===== config.mk =====
export PLATFORM = sky130hd
export DESIGN_NAME = alarme_ctrl
export DESIGN_NICKNAME = d
export VERILOG_FILES = /design/src/rtl/alarme_pkg.sv /design/src/rtl/alarme.sv /design/src/rtl/alarme_debounce.sv /design/src/rtl/alarme_ctrl.sv
export SDC_FILE = /design/constraint.sdc
export NUM_CORES = 1
export LEC_CHECK = 0
export BUFFER_PORTS_ARGS = -buffer_cell sky130_fd_sc_hd__buf_4
export CAP_MARGIN = 10
export CORE_ASPECT_RATIO = 1.4
export CORE_UTILIZATION = 55
export DETAILED_ROUTE_END_ITERATION = 8
export PLACE_DENSITY_LB_ADDON = 0.15
export SYNTH_ARGS = -nofsm -noshare
export SYNTH_HDL_FRONTEND = slang
export SYNTH_HIERARCHICAL = 1
export SYNTH_SLANG_ARGS = --single-unit

===== constraint.sdc =====
create_clock -name clk -period 2.3 [get_ports clk]
set_input_delay 0.46 -clock clk [delete_from_list [all_inputs] [get_ports clk]]
set_output_delay 0.46 -clock clk [all_outputs]
set_load 0.1 [all_outputs]

===== src/rtl/alarme_pkg.sv =====
`default_nettype none
// ============================================================================
// Module      : alarme_pkg
// Description : Shared types and constants for the alarme_ctrl slice:
//               FSM state codes, trip counter width/saturation value and a
//               counter-width helper.
// Revision    : 1.0 - initial release
// ============================================================================
package alarme_pkg;

  // FSM state codes; the numeric values are visible on the state output.
  typedef enum logic [1:0] {
    ST_DISARMED = 2'd0,
    ST_ARMED    = 2'd1,
    ST_PENDING  = 2'd2,
    ST_ALARM    = 2'd3
  } state_e;

  // Trip counter: 8 bits, sticks at all-ones.
  localparam int                TRIP_W   = 8;
  localparam logic [TRIP_W-1:0] TRIP_MAX = 8'd255;

  // Bits needed to hold any value 0..max_val, never less than one bit so
  // degenerate parameter choices still produce a legal vector.
  function automatic int cnt_w(input int max_val);
    return (max_val < 2) ? 1 : $clog2(max_val + 1);
  endfunction

endpackage
`default_nettype wire


===== src/rtl/alarme.sv =====
`default_nettype none
// ============================================================================
// Module      : alarme
// Description : Combinational 2-of-3 majority voter for buttons A, B, C.
// Revision    : 1.0 - initial release
// ============================================================================
module alarme (
  input  logic A,
  input  logic B,
  input  logic C,
  output logic Y
);

  // Y is high whenever at least two of the three buttons are pressed.
  assign Y = (A & B) | (A & C) | (B & C);

endmodule
`default_nettype wire


===== src/rtl/alarme_debounce.sv =====
`default_nettype none
// ============================================================================
// Module      : alarme_debounce
// Description : Registers the raw buttons once, votes them with the majority
//               voter and qualifies the vote with a saturating run counter.
//               trip_o pulses once per continuous majority episode, on the
//               cycle the run reaches DEBOUNCE_CYCLES samples.
// Revision    : 1.0 - initial release
// ============================================================================
module alarme_debounce
  import alarme_pkg::*;
#(
  parameter int DEBOUNCE_CYCLES = 4
) (
  input  logic clk,
  input  logic rst,
  input  logic a_i,
  input  logic b_i,
  input  logic c_i,
  output logic maj_o,
  output logic trip_o
);

  localparam int               DBC_W    = cnt_w(DEBOUNCE_CYCLES);
  localparam logic [DBC_W-1:0] DBC_MAX  = DBC_W'(DEBOUNCE_CYCLES);
  localparam logic [DBC_W-1:0] DBC_TRIP = DBC_W'(DEBOUNCE_CYCLES - 1);
  localparam logic [DBC_W-1:0] DBC_ONE  = DBC_W'(1);

  logic             a_q;
  logic             b_q;
  logic             c_q;
  logic             maj_q;
  logic [DBC_W-1:0] dbc_q;
  logic [DBC_W-1:0] dbc_d;

  // Vote on the registered buttons so the counter sees one clean sample per cycle.
  alarme u_voter (
    .A (a_q),
    .B (b_q),
    .C (c_q),
    .Y (maj_q)
  );

  // Run counter: restart on any gap in the majority, stick at the maximum.
  always_comb begin
    dbc_d = dbc_q;
    if (!maj_q) begin
      dbc_d = '0;
    end else if (dbc_q < DBC_MAX) begin
      dbc_d = dbc_q + DBC_ONE;
    end
  end

  // Input sampling stage and run counter register.
  always_ff @(posedge clk) begin
    if (rst) begin
      a_q   <= 1'b0;
      b_q   <= 1'b0;
      c_q   <= 1'b0;
      dbc_q <= '0;
    end else begin
      a_q   <= a_i;
      b_q   <= b_i;
      c_q   <= c_i;
      dbc_q <= dbc_d;
    end
  end

  // The counter saturates past DBC_TRIP, so this fires once per episode.
  assign trip_o = maj_q & (dbc_q == DBC_TRIP);
  assign maj_o  = maj_q;

endmodule
`default_nettype wire


===== src/rtl/alarme_ctrl.sv =====
`default_nettype none
// ============================================================================
// Module      : alarme_ctrl
// Description : Arm/disarm alarm controller. A debounced majority trip moves
//               ARMED to PENDING; after the entry delay the siren runs in
//               ALARM for whole siren periods while the majority persists.
//               Y, armed, state and trip_count are all registered.
// Revision    : 1.0 - initial release
// ============================================================================
module alarme_ctrl
  import alarme_pkg::*;
#(
  parameter int DEBOUNCE_CYCLES = 4,
  parameter int ENTRY_DELAY     = 8,
  parameter int SIREN_CYCLES    = 16
) (
  input  logic              clk,
  input  logic              rst,
  input  logic              A,
  input  logic              B,
  input  logic              C,
  input  logic              arm,
  input  logic              disarm,
  output logic              Y,
  output logic              armed,
  output logic [1:0]        state,
  output logic [TRIP_W-1:0] trip_count
);

  localparam int               DLY_W    = cnt_w(ENTRY_DELAY - 1);
  localparam logic [DLY_W-1:0] DLY_LOAD = DLY_W'(ENTRY_DELAY - 1);
  localparam logic [DLY_W-1:0] DLY_ONE  = DLY_W'(1);
  localparam int               SIR_W    = cnt_w(SIREN_CYCLES - 1);
  localparam logic [SIR_W-1:0] SIR_LOAD = SIR_W'(SIREN_CYCLES - 1);
  localparam logic [SIR_W-1:0] SIR_ONE  = SIR_W'(1);
  localparam logic [TRIP_W-1:0] TRIP_ONE = TRIP_W'(1);

  logic              maj;
  logic              trip;

  state_e            state_q;
  state_e            state_d;
  logic [DLY_W-1:0]  dly_q;
  logic [DLY_W-1:0]  dly_d;
  logic [SIR_W-1:0]  sir_q;
  logic [SIR_W-1:0]  sir_d;
  logic [TRIP_W-1:0] trip_cnt_q;
  logic [TRIP_W-1:0] trip_cnt_d;
  logic              y_q;
  logic              y_d;
  logic              armed_q;
  logic              armed_d;

  alarme_debounce #(
    .DEBOUNCE_CYCLES (DEBOUNCE_CYCLES)
  ) u_debounce (
    .clk    (clk),
    .rst    (rst),
    .a_i    (A),
    .b_i    (B),
    .c_i    (C),
    .maj_o  (maj),
    .trip_o (trip)
  );

  // State, timers, trip counter and registered outputs.
  always_ff @(posedge clk) begin
    if (rst) begin
      state_q    <= ST_DISARMED;
      dly_q      <= '0;
      sir_q      <= '0;
      trip_cnt_q <= '0;
      y_q        <= 1'b0;
      armed_q    <= 1'b0;
    end else begin
      state_q    <= state_d;
      dly_q      <= dly_d;
      sir_q      <= sir_d;
      trip_cnt_q <= trip_cnt_d;
      y_q        <= y_d;
      armed_q    <= armed_d;
    end
  end

  // Next state and timer updates; disarm beats every other request.
  always_comb begin
    state_d    = state_q;
    dly_d      = dly_q;
    sir_d      = sir_q;
    trip_cnt_d = trip_cnt_q;
    if (disarm) begin
      state_d = ST_DISARMED;
    end else begin
      case (state_q)
        ST_DISARMED: begin
          if (arm) begin
            state_d = ST_ARMED;
          end
        end
        ST_ARMED: begin
          if (trip) begin
            state_d = ST_PENDING;
            dly_d   = DLY_LOAD;
          end
        end
        ST_PENDING: begin
          // Further majority episodes here are deliberately ignored.
          if (dly_q == '0) begin
            state_d = ST_ALARM;
            sir_d   = SIR_LOAD;
            if (trip_cnt_q != TRIP_MAX) begin
              trip_cnt_d = trip_cnt_q + TRIP_ONE;
            end
          end else begin
            dly_d = dly_q - DLY_ONE;
          end
        end
        ST_ALARM: begin
          // At the end of each siren period, keep sounding only while the
          // majority is still present; arm has no effect here.
          if (sir_q == '0) begin
            if (maj) begin
              sir_d = SIR_LOAD;
            end else begin
              state_d = ST_ARMED;
            end
          end else begin
            sir_d = sir_q - SIR_ONE;
          end
        end
        default: begin
          state_d = ST_DISARMED;
        end
      endcase
    end
  end

  // Outputs decoded from the next state so they change on the same edge as state.
  always_comb begin
    y_d     = (state_d == ST_ALARM);
    armed_d = (state_d != ST_DISARMED);
  end

  assign Y          = y_q;
  assign armed      = armed_q;
  assign state      = state_q;
  assign trip_count = trip_cnt_q;

endmodule
`default_nettype wire

==> impl.org, run 1 <==
** Synthesis
- Among all flip-flop cells after synthesis, the most frequent one is sky130_fd_sc_hd__dfxtp_1.
- When the netlist entered floorplanning its net count stood at between 150 and 200.
- Counting every instance in the synthesized netlist gives 136.
- For this run, the number of Yosys warnings is 6.
- In this run, synthesis produced a sequential element count of 25.
- Post-synth design cell area :: 1300 µm²
- Post-synthesis average cell area :: 9.55 µm²
- Share of synthesized area occupied by flip-flops and latches :: 0.385
- Post-synthesis async set-or-reset flop share :: 0
- In this run, synthesis inferred 0 flip-flops with an integrated enable.
- Count of cell types in the netlist :: 44

** STA
- The tightest hold path in the finished design has a slack of 0.341 ns.
- Tmin final :: about 1.8 ns
- Setup slack closes at ~0.48 ns.
- Number of failing hold endpoints at the final stage :: 0
- Setup repair after global routing missed its margin :: false
- Dividing the final minimum period by the clock period gives 0.793.
- Slew at the pin closest to its max-slew limit :: ~0.43 ns
- Max-slew violation total from the final report :: 0
- Layout Skew :: 0.00666 ns
- Setup violations remaining at the end of the flow were counted as 0.
- The worst pin sits at a relative slew slack of 0.711.
- Adding up every negative setup slack in the final design gives 0 ns.
- Max Freq :: 548 MHz

** Setup path
- The signal on the critical path passes through inv_1 -> ha_1 -> nand2b_1 -> a221oi_2 -> nor2_1 -> a311oi_1.
- Critical register-to-register path startpoint :: state[0]$_SDFF_PP0_
- Worst path max stage delay :: 0.43 ns
- Data arrival time of the worst path :: 2.05 ns
- STA classifies the critical path startpoint as a register.
- Worst setup path start :: state[0]$_SDFF_PP0_
- The critical path is of the reg -> reg type.
- Along the worst path, the maximum fanout reaches 6.
- Required time at the worst-slack endpoint :: 2.53 ns
- STA classifies the critical path endpoint as a register.
- The slowest stage of the critical path belongs to the cell sky130_fd_sc_hd__a221oi_2.

** Global routing
- Entering global routing, the biggest net connects 21 pins.
- The first global-routing pass estimated between 4000 and 5000 µm of wire.
- Vias in the first global route :: 1058
- Combined global-route utilization of all metal layers :: 0.217
- For this run the aggregate overflow at the end of global routing stands at 0.
- The initial antenna violation count was 0.

** Clock tree
- After clock tree synthesis, the repair step resized 0 gates.
- Max H-tree Level :: 1
- In this run the post-CTS setup repair buffer count came out at 0.
- Buffers inserted to repair hold after CTS numbered 0.
- Buffer cell driving the clock tree root :: sky130_fd_sc_hd__clkbuf_4
- TritonCTS built the clock tree.
- Clock tree synthesis found a total of 25 sinks.
- Worst-Skew Late Latency :: 0.32 ns
- Clk slew on worst S/H paths :: 0.14 ns
- Number of buffers between clock root and the deepest sink :: 2
- The number of clock buffers added by TritonCTS is 3.

** Die
- Overall die width :: 43.1 µm
- Core footprint :: 2200 µm²
- For this design the top-level I/O count stands at 19.
- Full die area :: 2560 µm²
- Row generation in the floorplan step produced 20 rows.
- From bottom edge to top edge, the die measures 59.5 µm.
- The initial utilization of the core area, before any placement, comes to 0.590.

** Power and ir drop
- Int Power :: 0.000549 W
- Clock Power Share :: 0.264
- Areal power density over the cells :: 509 nW/µm²
- Part of the total power dissipated in sequential elements :: 0.598
- Summed over all cells, the static leakage comes to roughly 0.63 nW.
- The design draws 0.000756 W.
- Switching pwr :: between 0.0002 and 0.00025 W
- Max rail drop VDD :: 0.335 mV
- Comb power frac :: 0.138
- Switching Fraction :: 0.274

** Placed design
- At the end of routability-driven placement, the weighted congestion stood at 0.778.
- The HPWL after detailed placement is ~1800 µm.
- Post-Place Worst Slack :: 0.516 ns
- Placement Cell Area :: 1460 µm²
- Buffers placed on the I/O ports in this run total 18.

** Layout
- Final #Nets :: 175
- In the final layout, the share of cells above drive strength 1 is 0.205.
- Antenna fix cells :: 0
- Area of all placed cells without fillers :: approximately 1500 µm²
- Compared with the post-synthesis result, the final layout area differs by 14.4%.

** Drt
- For this run, design rule violations remaining after detail routing come to 0.
- Per-cell via count in the routed design :: ~5.9
- The count of nets left with antenna violations once routing finished came out at 0.
- Via count :: 1050
- Wirelength, routed :: 2390 µm
- Routed wirelength normalized by instance count :: 13.4 µm
- The detailed router finished its first iteration with 22 violations.
- Before antenna repair, the detailed router went through 4 iterations.

** Run
- Maxcap violations :: 0

** Run status
- Run status :: finished clean

** Worst hold path
- Critical hold path startpoint :: B
- In this run the worst hold path is classified as in -> reg.
==> synth_stat cells, drive strengths merged, types with 2 or more instances <==
library cell	instances	share of area
dfxtp	25	0.39
o21ai	3	0.012
a21boi	2	0.012
ha	11	0.11
a311oi	2	0.018
and3	4	0.019
o21a	2	0.012
nor3	3	0.012
nand2	4	0.012
a211oi	6	0.039
o211ai	3	0.017
nand4	3	0.014
nor2	16	0.046
nand2b	4	0.019
inv	11	0.032
mux2i	3	0.023
clkbuf	2	0.0058
nand3b	2	0.021
a21oi	4	0.018
and2	2	0.012
nand3	3	0.012
xor2	4	0.027
nor2b	2	0.0096
==> logic make-up (layout without fill, tap and decap cells) <==
kind of cell             Yosys count  after routing  synth area share
AND/OR/NAND/NOR                   50             50             0.234
buffers and inverters             13             33            0.0376
multiplexers                       3              3            0.0231
adder cells (fa/ha/maj)           12             12             0.115
AO/OA/AOI/OAI                     29             29             0.178
XOR/XNOR                           4              4            0.0270
flip-flops                        25             25             0.385
==> worst paths after layout <==
| kind | end | slack [ns] | cells past startpoint |
|---|---|---|---|
| setup / recovery | sir_q[1]$_SDFFE_PP0P_ | 0.48 | 6 |
| hold / removal | u_debounce/b_q$_SDFF_PP0_ | 0.34 | 2 |
| setup reg to reg | sir_q[1]$_SDFFE_PP0P_ | 0.48 | 6 |
| hold reg to reg | dly_q[0]$_SDFFE_PP0P_ | 0.49 | 1 |
==> stage by stage <==
step	util	std cells
after floorplan	-	136
final	0.674	178
after global placement	0.661	174
after detailed placement	0.661	174
after CTS	0.674	178
after global routing	0.674	178
==> area by class of cell <==
class,instances,area (µm²)
clock buffer,3,22.5
clock inverter,1,7.51
fill,201,717
inverter,11,41.3
multi-input combinational,98,749
sequential,25,502
tap,22,27.5
timing repair buffer,18,135
==> registers in the layout, summed over array words and instances (netlist names) <==
name and cells:
sir_q 4, state 2, u_debounce/c_q 1, armed 1, Y 1, u_debounce/a_q 1, u_debounce/dbc_q 3, u_debounce/b_q 1
dly_q 3, trip_count 8
==> placed cells by master, fill, tap and decap left out, types with 4 or more instances in the layout <==
cell,count
sky130_fd_sc_hd__dfxtp_1,24
sky130_fd_sc_hd__buf_4,18
sky130_fd_sc_hd__nor2_1,16
sky130_fd_sc_hd__inv_1,11
sky130_fd_sc_hd__ha_1,11
sky130_fd_sc_hd__a211oi_1,5
sky130_fd_sc_hd__and3_1,4
sky130_fd_sc_hd__nand2_1,4
sky130_fd_sc_hd__xor2_1,4
sky130_fd_sc_hd__nand2b_1,4
==> power by group through the flow <==
stage	registers [W]	clock network [W]	logic, W
3_3_place_gp	0.000462	0	0.000101
2_1_floorplan	0.000486	0	0.0000521
5_1_grt	0.000454	0.000221	0.000114
4_1_cts	0.000453	0.000204	0.000105
3_5_place_dp	0.000462	0	0.000104
6_report	0.000453	0.000199	0.000104
==> worst max-delay path: cells and delay by family (launching register included) <==
kind / cells / cell delay (ns)
buffers and inverters: 1 / 0.08
AOI/OAI and AO/OA: 2 / 0.69
DFF: 1 / 0.39
and+or+nand+nor: 2 / 0.28
adders and majority gates: 1 / 0.29
==> metal layers <==
| metal | part of all wire | vias up | global-route usage |
|---|---|---|---|
| met5 | 0 | - | 0 |
| met1 | 0.41 | 503 | 0.220 |
| met4 | 0.023 | 0 | 0.139 |
| met3 | 0.025 | 6 | 0.0213 |
| li1 | - | 526 | - |
| met2 | 0.55 | 15 | 0.413 |
(Power assumes the default switching activity.)
==> run 2, diff against run 1 <==
Clock period 2.3 ns to 1.69 ns, I/O delays scaled along.
==> run 2 against run 1 <==
Clock skew shrank 0.0046 ns. Cell count rose by 1.1%. Sequential share of layout area down 0.48 points. Routed wire length is 12% higher. Clock power grew 47%. Critical path depth is the same. Register-to-register slack lost 0.46 ns. Count of clock-buffer cells in the layout is the same. Highest routed layer unchanged.
==> impl.org, run 2 (synthesis gave the netlist of run 1 again) <==
** Drt
- Number of remaining DRC errors :: 0 (unchanged)
- Per-cell via count in the routed design :: 5.91 (was 5.90)
- Via count :: 1063 (was 1050)
- The wire length after detailed routing is 2680 µm (was 2390 µm).
- The routed length per placed instance came to 14.9 µm (was 13.4 µm).
- The detailed-router iteration count before antenna repair is 4 (unchanged).
- The residual antenna-violating net count after detailed routing is 0 (unchanged).
- The count of routing violations after the opening detailed-route iteration came to 11 (was 22).

** Run
- Maxcap violations :: 0 (unchanged)

** STA
- Slew at the pin closest to its max-slew limit :: 0.318 ns (was 0.431 ns)
- The post-route clock skew came to 0.00206 ns (was 0.00666 ns).
- Part of the cycle the worst path needs :: 0.992 (was 0.793)
- Max-slew violation total from the final report :: 0 (unchanged)
- Tmin final :: 1.68 ns (was 1.82 ns)
- Setup ws final :: 0.0142 ns (was 0.476 ns)
- The tightest slew margin relative to the limit came to 0.788 (was 0.711).
- Setup repair after global routing missed its margin :: true (was false)
- Final count of negative-setup-slack endpoints :: 0 (unchanged)
- Number of failing hold endpoints at the final stage :: 0 (unchanged)
- The peak clock frequency supported by timing came to 597 MHz (was 548 MHz).

** Power and ir drop
- Switching pwr :: 0.000305 W (was 0.000207 W)
- The combinational share of power came to 0.148 (was 0.138).
- The power density normalized to cell area came to 670 nW/µm² (was 509 nW/µm²).
- Clock Power Share :: 0.276 (was 0.264)
- The part of the total power dissipated in sequential elements is 0.576 (was 0.598).
- Int Power :: 0.000757 W (was 0.000549 W)
- Max rail drop VDD :: 0.681 mV (was 0.335 mV)
- The net switching share of the total power came to 0.287 (was 0.274).
- Pleak :: 0.667 nW (was 0.634 nW)

** Clock tree
- The later-pin clock latency in the skew report is 0.33 ns (was 0.32 ns).
- The clock tree root driver cell is sky130_fd_sc_hd__clkbuf_4 (unchanged).
- The number of clock sinks is 25 (unchanged).
- The post-CTS setup repair buffer count came to 0 (unchanged).
- Clk slew on worst S/H paths :: 0.15 ns (was 0.14 ns)
- Number of buffers between clock root and the deepest sink :: 2 (unchanged)
- The clock buffer count from CTS is 3 (unchanged).
- TritonCTS clock tree :: built (unchanged)
- Max H-tree Level :: 1 (unchanged)

** Die
- The overall die width is 43.1 µm (unchanged).
- The initial standard-cell utilization of the core is 0.590 (unchanged).
- Core footprint :: 2200 µm² (unchanged)
- The die height was 59.5 µm (unchanged).
- Full die area :: 2560 µm² (unchanged)
- I/O pins :: 19 (unchanged)
- The cell row count was 20 (unchanged).

** Setup path
- CP Cell Sequence :: maj3_2 -> and2_4 -> nand2b_4 -> and3b_1 -> and3_4 -> a211oi_1 (was inv_1 -> ha_1 -> nand2b_1 -> a221oi_2 -> nor2_1 -> a311oi_1)
- The data required time of the worst path was 1.95 ns (was 2.53 ns).
- Kind of capture point of the worst setup path :: register (unchanged)
- The master of the slowest instance on the critical path is sky130_fd_sc_hd__maj3_2 (was sky130_fd_sc_hd__a221oi_2).
- CP max FO :: 3 (was 6)
- Data arrival time of the worst path :: 1.94 ns (was 2.05 ns)
- The startpoint type of the worst setup path is a register (unchanged).
- Worst path max stage delay :: 0.35 ns (was 0.43 ns)
- Crit Path Category :: reg -> reg (unchanged)
- Flop-to-flop setup slack :: 0.01 ns (was 0.48 ns)

** Global routing
- Sum of overflow across all layers after global routing :: 0 (unchanged)
- Wire length of the first global-routing pass :: 4670 µm (was 4250 µm)
- The initial antenna violation count is 0 (unchanged).
- Maximum number of pins on one net before global-route repair :: 21 (unchanged)
- Combined global-route utilization of all metal layers :: 0.238 (was 0.217)
- The via count of the first global-routing pass came to 1130 (was 1058).

** Placed design
- The placed wire-length estimate after detailed placement was 2070 µm (was 1840 µm).
- The worst slack at placement is -0.0269 ns (was 0.516 ns).
- Routability Congestion :: 0.795 (was 0.778)
- The cell area after placement came to 1520 µm² (was 1460 µm²).
- IO buf count :: 18 (unchanged)

** Layout
- The number of nets at the end of the flow is 177 (was 175).
- Sequential cell area :: 528 µm² (was 502 µm²)
- The total area of multi-input combinational cells was 807 µm² (was 749 µm²).
- Area of all placed cells without fillers :: 1590 µm² (was 1490 µm²)
- The filler cell count in the final layout is 184 (was 201).
- Leading cell types in the layout, fill and taps excluded :: 20 x sky130_fd_sc_hd__buf_4, 16 x sky130_fd_sc_hd__nor2_1, 11 x sky130_fd_sc_hd__dfxtp_1 (was 24 x sky130_fd_sc_hd__dfxtp_1, 18 x sky130_fd_sc_hd__buf_4, 16 x sky130_fd_sc_hd__nor2_1)
- The flip-flop count of the largest register, all copies and words added is 8 (unchanged).
- Most common cell after layout, fill and taps aside :: sky130_fd_sc_hd__buf_4 (was sky130_fd_sc_hd__dfxtp_1)
- The share of layout cells above drive strength 1 was 0.354 (was 0.205).
- The count of inserted antenna diode cells is 0 (unchanged).
- The synthesis-to-finish area growth was 22.1% (was 14.4%).

** Worst hold path
- The type of the worst min-delay path is in -> reg (unchanged).

** Run status
- Run status :: finished clean (unchanged)
run 2: cell types whose count changed in the layout (fill, tap and decap cells not counted), sizes merged:
cell and change:
inv +1, clkinvlp -1, buf +2
run 2: layer usage:
metal	share of wire	up-vias	GRT usage	wire (µm)
met2	0.57	19	0.465	1530
met4	0.023	0	0.0952	61
met1	0.38	502	0.257	1030
met3	0.021	7	0.0213	56
li1	-	535	-	-
met5	0	-	0	0
run 2: path summary, 6_finish.rpt:
| path | cells past startpoint | startpoint | to |
|---|---|---|---|
| hold / removal | 2 | B | u_debounce/b_q$_SDFF_PP0_ |
| setup / recovery | 6 | u_debounce/a_q$_SDFF_PP0_ | dly_q[0]$_SDFFE_PP0P_ |
| setup reg to reg | 6 | u_debounce/a_q$_SDFF_PP0_ | dly_q[0]$_SDFFE_PP0P_ |
| hold reg to reg | 1 | dly_q[0]$_SDFFE_PP0P_ | dly_q[0]$_SDFFE_PP0P_ |
run 2: stage by stage:
stage / setup TNS [ns] / hold slack (ns) / cells / total power (W) / utilization
2_1_floorplan: -0.00341 / 0.407 / 136 / 0.000730 / -
3_3_place_gp: 0 / 0.456 / 177 / 0.000770 / 0.691
3_5_place_dp: -0.0513 / 0.472 / 177 / 0.000775 / 0.691
4_1_cts: 0 / 0.198 / 181 / 0.00107 / 0.712
5_1_grt: -0.143 / 0.199 / 180 / 0.00111 / 0.720
6_report: 0 / 0.207 / 180 / 0.00106 / 0.720
run 2: critical path: cells and delay by family, from the launching register on:
kind                       cells  cell delay (ns)
AOI/OAI and AO/OA              1             0.20
DFF                            1             0.34
adders and majority gates      1             0.35
and+or+nand+nor                4             0.71
run 2: final cells by class:
type	instances	area share
Sequential cell	25	0.333
Clock buffer	3	0.0142
Inverter	11	0.0260
Clock inverter	1	0.00552
Multi-Input combinational cell	98	0.509
Timing Repair Buffer	20	0.0947
Tap cell	22	0.0174
run 2: power groups by stage:
stage	sequential [W]	combinational [W]	clock, W
3_5_place_dp	0.000624	0.000151	0
2_1_floorplan	0.000656	0.0000734	0
6_report	0.000612	0.000157	0.000293
4_1_cts	0.000612	0.000155	0.000300
5_1_grt	0.000614	0.000171	0.000324
3_3_place_gp	0.000624	0.000147	0
run 2: timing repair:
item                       4_1_cts  5_1_grt
pin swaps                        2        3
hold buffers                     0        0
resized for setup                5        5
setup endpoints to repair        8       10
==> run 3, diff against run 2 <==
Settings changed: ABC_AREA set to 1, CORE_UTILIZATION 55 to 56.
==> run 3 against run 2 <==
Via count is 20% higher. Synthesized cell count up 52%. Combinational power fell by 15%. Routed wire length up 1.5%. Cell count up 46%. Clock skew barely moved. Flip-flop and latch count unchanged. Synthesized area grew 11%. Die area increased by 8.6%. Critical path type unchanged.
==> impl.org, run 3 <==
** Run status
- Run status :: finished clean (unchanged)

** Layout
- The cell area after layout was 1660 µm² (was 1590 µm²).
- Leading cell types in the layout, fill and taps excluded: 55 x sky130_fd_sc_hd__nand2_1, 33 x sky130_fd_sc_hd__inv_1, 28 x sky130_fd_sc_hd__nor2_1 (was 20 x sky130_fd_sc_hd__buf_4, 16 x sky130_fd_sc_hd__nor2_1, 11 x sky130_fd_sc_hd__dfxtp_1).
- The count of inserted antenna diode cells was 0 (unchanged).
- The number of nets at the end of the flow is 248 (was 177).
- Number of flip-flops in the largest register :: 8 (unchanged)
- Layout Area Growth over Synthesis :: 15.5% (was 22.1%)
- Final standard cell count with taps included and fillers excluded :: 263 (was 180)
- Final Util :: 0.688 (was 0.720)
- Most common cell after layout, fill and taps aside :: sky130_fd_sc_hd__nand2_1 (was sky130_fd_sc_hd__buf_4)
- The share of layout cells above drive strength 1 was 0.223 (was 0.354).

** Drt
- The count of routing violations after the opening detailed-route iteration is 17 (was 11).
- The residual antenna-violating net count after detailed routing is 0 (unchanged).
- Routed wirelength normalized by instance count :: 10.3 µm (was 14.9 µm)
- The detailed-router iteration count before antenna repair is 4 (unchanged).
- Per-cell via count in the routed design :: 4.84 (was 5.91)
- Wirelength, routed :: 2720 µm (was 2680 µm)
- The number of remaining DRC errors was 0 (unchanged).
- Via count :: 1272 (was 1063)

** STA
- The post-layout minimum cycle time is 1.54 ns (was 1.68 ns).
- The count of final max-slew check failures was 0 (unchanged).
- Setup repair after global routing missed its margin: false (was true).
- The transition time at the pin with the least slew margin was 0.282 ns (was 0.318 ns).
- The hold violation total from the final report was 0 (unchanged).
- Accumulated negative setup slack :: 0 ns (unchanged)
- The peak clock frequency supported by timing came to 649 MHz (was 597 MHz).
- The setup slack after layout is 0.150 ns (was 0.0142 ns).
- The tightest slew margin relative to the limit was 0.814 (was 0.788).
- The ratio of final minimum period to clock period came to 0.911 (was 0.992).
- The final setup violation count was 0 (unchanged).
- Layout Skew :: 0.00198 ns (was 0.00206 ns)

** Setup path
- Capturing point of the worst reg2reg path :: sir_q[3]$_SDFFE_PP0P_ (was dly_q[0]$_SDFFE_PP0P_)
- The worst setup path startpoint is state[0]$_SDFF_PP0_ (was u_debounce/a_q$_SDFF_PP0_).
- The master of the slowest instance on the critical path is sky130_fd_sc_hd__dfxtp_4 (was sky130_fd_sc_hd__maj3_2).
- CP Cell Sequence: inv_1 -> ha_1 -> inv_1 -> nand2_1 -> a21oi_4 -> nand2_1 -> nor2_1 -> nor2_1 (was maj3_2 -> and2_4 -> nand2b_4 -> and3b_1 -> and3_4 -> a211oi_1).
- The data arrival time of the worst path came to 1.77 ns (was 1.94 ns).
- Crit Path Category :: reg -> reg (unchanged)
- Flop-to-flop setup slack :: 0.15 ns (was 0.01 ns)
- The data required time of the worst path came to 1.92 ns (was 1.95 ns).
- Kind of capture point of the worst setup path :: register (unchanged)
- CP max FO :: 6 (was 3)
- The worst stage delay on the critical path is 0.39 ns (was 0.35 ns).
- The startpoint type of the worst setup path is a register (unchanged).
- Register-to-Register Path Depth :: 8 (was 6)
- The reg-to-reg critical path startpoint is state[0]$_SDFF_PP0_ (was u_debounce/a_q$_SDFF_PP0_).

** Synthesis
- The average footprint of a synthesized cell was 6.96 µm² (was 9.55 µm²).
- Top post-synthesis cells by area: sky130_fd_sc_hd__dfxtp_1 35%, sky130_fd_sc_hd__nand2_1 14%, sky130_fd_sc_hd__ha_1 9.5% (was sky130_fd_sc_hd__dfxtp_1 39%, sky130_fd_sc_hd__ha_1 11%, sky130_fd_sc_hd__nor2_1 4.6%).
- The count of distinct cell types in the synthesized netlist is 24 (was 44).
- The share of the yosys chip area belonging to registers was 0.347 (was 0.385).
- The most common cell in the netlist is sky130_fd_sc_hd__nand2_1 (was sky130_fd_sc_hd__dfxtp_1).
- Count of warnings emitted by yosys :: 6 (unchanged)
- The synthesized netlist cell count came to 207 (was 136).
- The primary flip-flop cell chosen by synthesis mapping is sky130_fd_sc_hd__dfxtp_1 (unchanged).
- Post-synth EDFFs :: 0 (unchanged)
- Share of the synthesized area in the top cell type :: 0.347 (was 0.385)
- List of most frequent post-synthesis cells :: 55 x sky130_fd_sc_hd__nand2_1, 33 x sky130_fd_sc_hd__inv_1, 28 x sky130_fd_sc_hd__nor2_1 (was 25 x sky130_fd_sc_hd__dfxtp_1, 16 x sky130_fd_sc_hd__nor2_1, 11 x sky130_fd_sc_hd__ha_1, 11 x sky130_fd_sc_hd__inv_1, 5 x sky130_fd_sc_hd__a211oi_1)
- Register bit count reported by yosys :: 25 (unchanged)
- Post-synthesis async set-or-reset flop share :: 0 (unchanged)
- The largest area contributor in the netlist is sky130_fd_sc_hd__dfxtp_1 (unchanged).
- Post-synth design cell area :: 1440 µm² (was 1300 µm²)
- The number of nets produced by synthesis was 225 (was 154).

** Clock tree
- Worst-Skew Late Latency :: 0.32 ns (was 0.33 ns)
- The number of buffers on the longest clock path is 2 (unchanged).
- Clk slew on worst S/H paths :: 0.13 ns (was 0.15 ns)
- Number of clock sinks seen by CTS :: 25 (unchanged)
- The maximum level of the CTS H-tree was 1 (unchanged).
- TritonCTS clock tree :: built (unchanged)
- The post-cts hold buffer count came to 0 (unchanged).
- Buffers inserted by post-CTS timing repair :: 0 (unchanged)
- Num CTS Buffers :: 3 (unchanged)
- Buffer cell driving the clock tree root :: sky130_fd_sc_hd__clkbuf_4 (unchanged)
- The number of resized instances in the post-cts repair step came to 0 (was 5).

** Global routing
- Wire length of the first global-routing pass :: 4440 µm (was 4670 µm)
- Maximum number of pins on one net before global-route repair :: 15 (was 21)
- Sum of overflow across all layers after global routing :: 0 (unchanged)
- Combined global-route utilization of all metal layers :: 0.220 (was 0.238)
- Vias in the first global route :: 1127 (was 1130)
- The initial antenna violation count came to 0 (unchanged).

** Worst hold path
- The startpoint of the tightest hold check path is B (unchanged).
- The endpoint with the worst hold slack is u_debounce/b_q$_SDFF_PP0_ (unchanged).
- The cell depth of the worst min-delay path came to 3 (was 2).
- The type of the worst min-delay path is in -> reg (unchanged).

** Placed design
- The placed wire-length estimate after detailed placement is 2200 µm (was 2070 µm).
- The cell area after placement was 1640 µm² (was 1520 µm²).
- Routability Congestion :: 0.877 (was 0.795)
- IO buf count :: 18 (unchanged)
- The worst slack at placement is 0.179 ns (was -0.0269 ns).
- The number of placed instances, taps included is 259 (was 177).

** Run
- The count of max-cap constraint violations came to 0 (unchanged).

** Power and ir drop
- Switching Fraction :: 0.274 (was 0.287)
- Switching pwr :: 0.000277 W (was 0.000305 W)
- The maximum VDD drop was 0.607 mV (was 0.681 mV).
- Clock Power Share :: 0.265 (was 0.276)
- The power density normalized to cell area was 608 nW/µm² (was 670 nW/µm²).
- The leakage power summed over all cells came to 0.791 nW (was 0.667 nW).
- Int Power :: 0.000734 W (was 0.000757 W)
- Comb power frac :: 0.131 (was 0.148)
- Part of the total power dissipated in sequential elements :: 0.604 (was 0.576)

** Die
- Full die area :: 2780 µm² (was 2560 µm²)
- The initial standard-cell utilization of the core came to 0.596 (was 0.590).
- The overall die width came to 44.9 µm (was 43.1 µm).
- Core footprint :: 2420 µm² (was 2200 µm²)
- The count of boundary I/O pins came to 19 (unchanged).
- The die height is 62.0 µm (was 59.5 µm).
- FP Rows :: 21 (was 20)
## run 3: cell types whose count changed after synthesis, sizes merged, moves of 5 or more
| cell | change |
|---|---|
| a211oi | -5 |
| a21oi | +7 |
| inv | +26 |
| nand2 | +57 |
| nand3 | +9 |
| nor2 | +16 |
| o21ai | +6 |
## run 3: stage by stage
stage                     total power (W)  hold slack, ns
after floorplan                  0.000717           0.400
after global placement           0.000753           0.450
after detailed placement         0.000759           0.469
after CTS                         0.00102           0.210
after global routing              0.00106           0.203
final                             0.00101           0.214
## run 3: worst max path at each step
stage | cells after the start | slack (ns) | end
finish | 8 | 0.15 | sir_q[3]$_SDFFE_PP0P_
global route | 8 | 0.06 | sir_q[3]$_SDFFE_PP0P_
CTS | 8 | 0.16 | sir_q[3]$_SDFFE_PP0P_
detailed placement | 8 | 0.18 | sir_q[3]$_SDFFE_PP0P_
global placement | 8 | 0.27 | sir_q[3]$_SDFFE_PP0P_
floorplan | 6 | 0.01 | sir_q[0]$_SDFFE_PP0P_
## run 3: critical path, delay by kind of cell, from the launching register on
| kind | cells | cell delay (ns) |
|---|---|---|
| flops | 1 | 0.39 |
| buf+inv | 2 | 0.18 |
| simple gates | 4 | 0.37 |
| fa+ha+maj | 1 | 0.27 |
| compound gates | 1 | 0.23 |
## run 3: metal layers
metal  vias to the layer above  GRT usage  wire, µm
li1                        675          -         -
met1                       573      0.232      1100
met2                        20      0.420      1490
met3                         4     0.0347        68
met4                         0      0.104        55
met5                         -          0         0
## run 3: cells by family (layout without fill, tap and decap cells)
kind of cell | after synthesis | after routing | synth area share
and+or+nand+nor | 107 | 107 | 0.343
AOI/OAI and AO/OA | 21 | 21 | 0.0825
DFF | 25 | 25 | 0.347
buffers and inverters | 38 | 60 | 0.102
xor gates and xnor gates | 5 | 5 | 0.0304
adders and majority gates | 11 | 11 | 0.0955
## run 3: area by class of cell
| cell class | count | area, µm² |
|---|---|---|
| multi-input combinational | 144 | 795 |
| inverter | 37 | 141 |
| sequential | 25 | 515 |
| fill | 231 | 753 |
| clock inverter | 1 | 5.00 |
| tap | 34 | 42.5 |
| timing repair buffer | 19 | 143 |
| clock buffer | 3 | 22.5 |
## run 3: power groups by stage
stage,clock [W],combinational [W],sequential (W)
floorplan,0,0.0000646,0.000653
global placement,0,0.000130,0.000624
detailed placement,0,0.000134,0.000625
CTS,0.000274,0.000134,0.000611
global route,0.000303,0.000146,0.000614
finish,0.000268,0.000133,0.000611
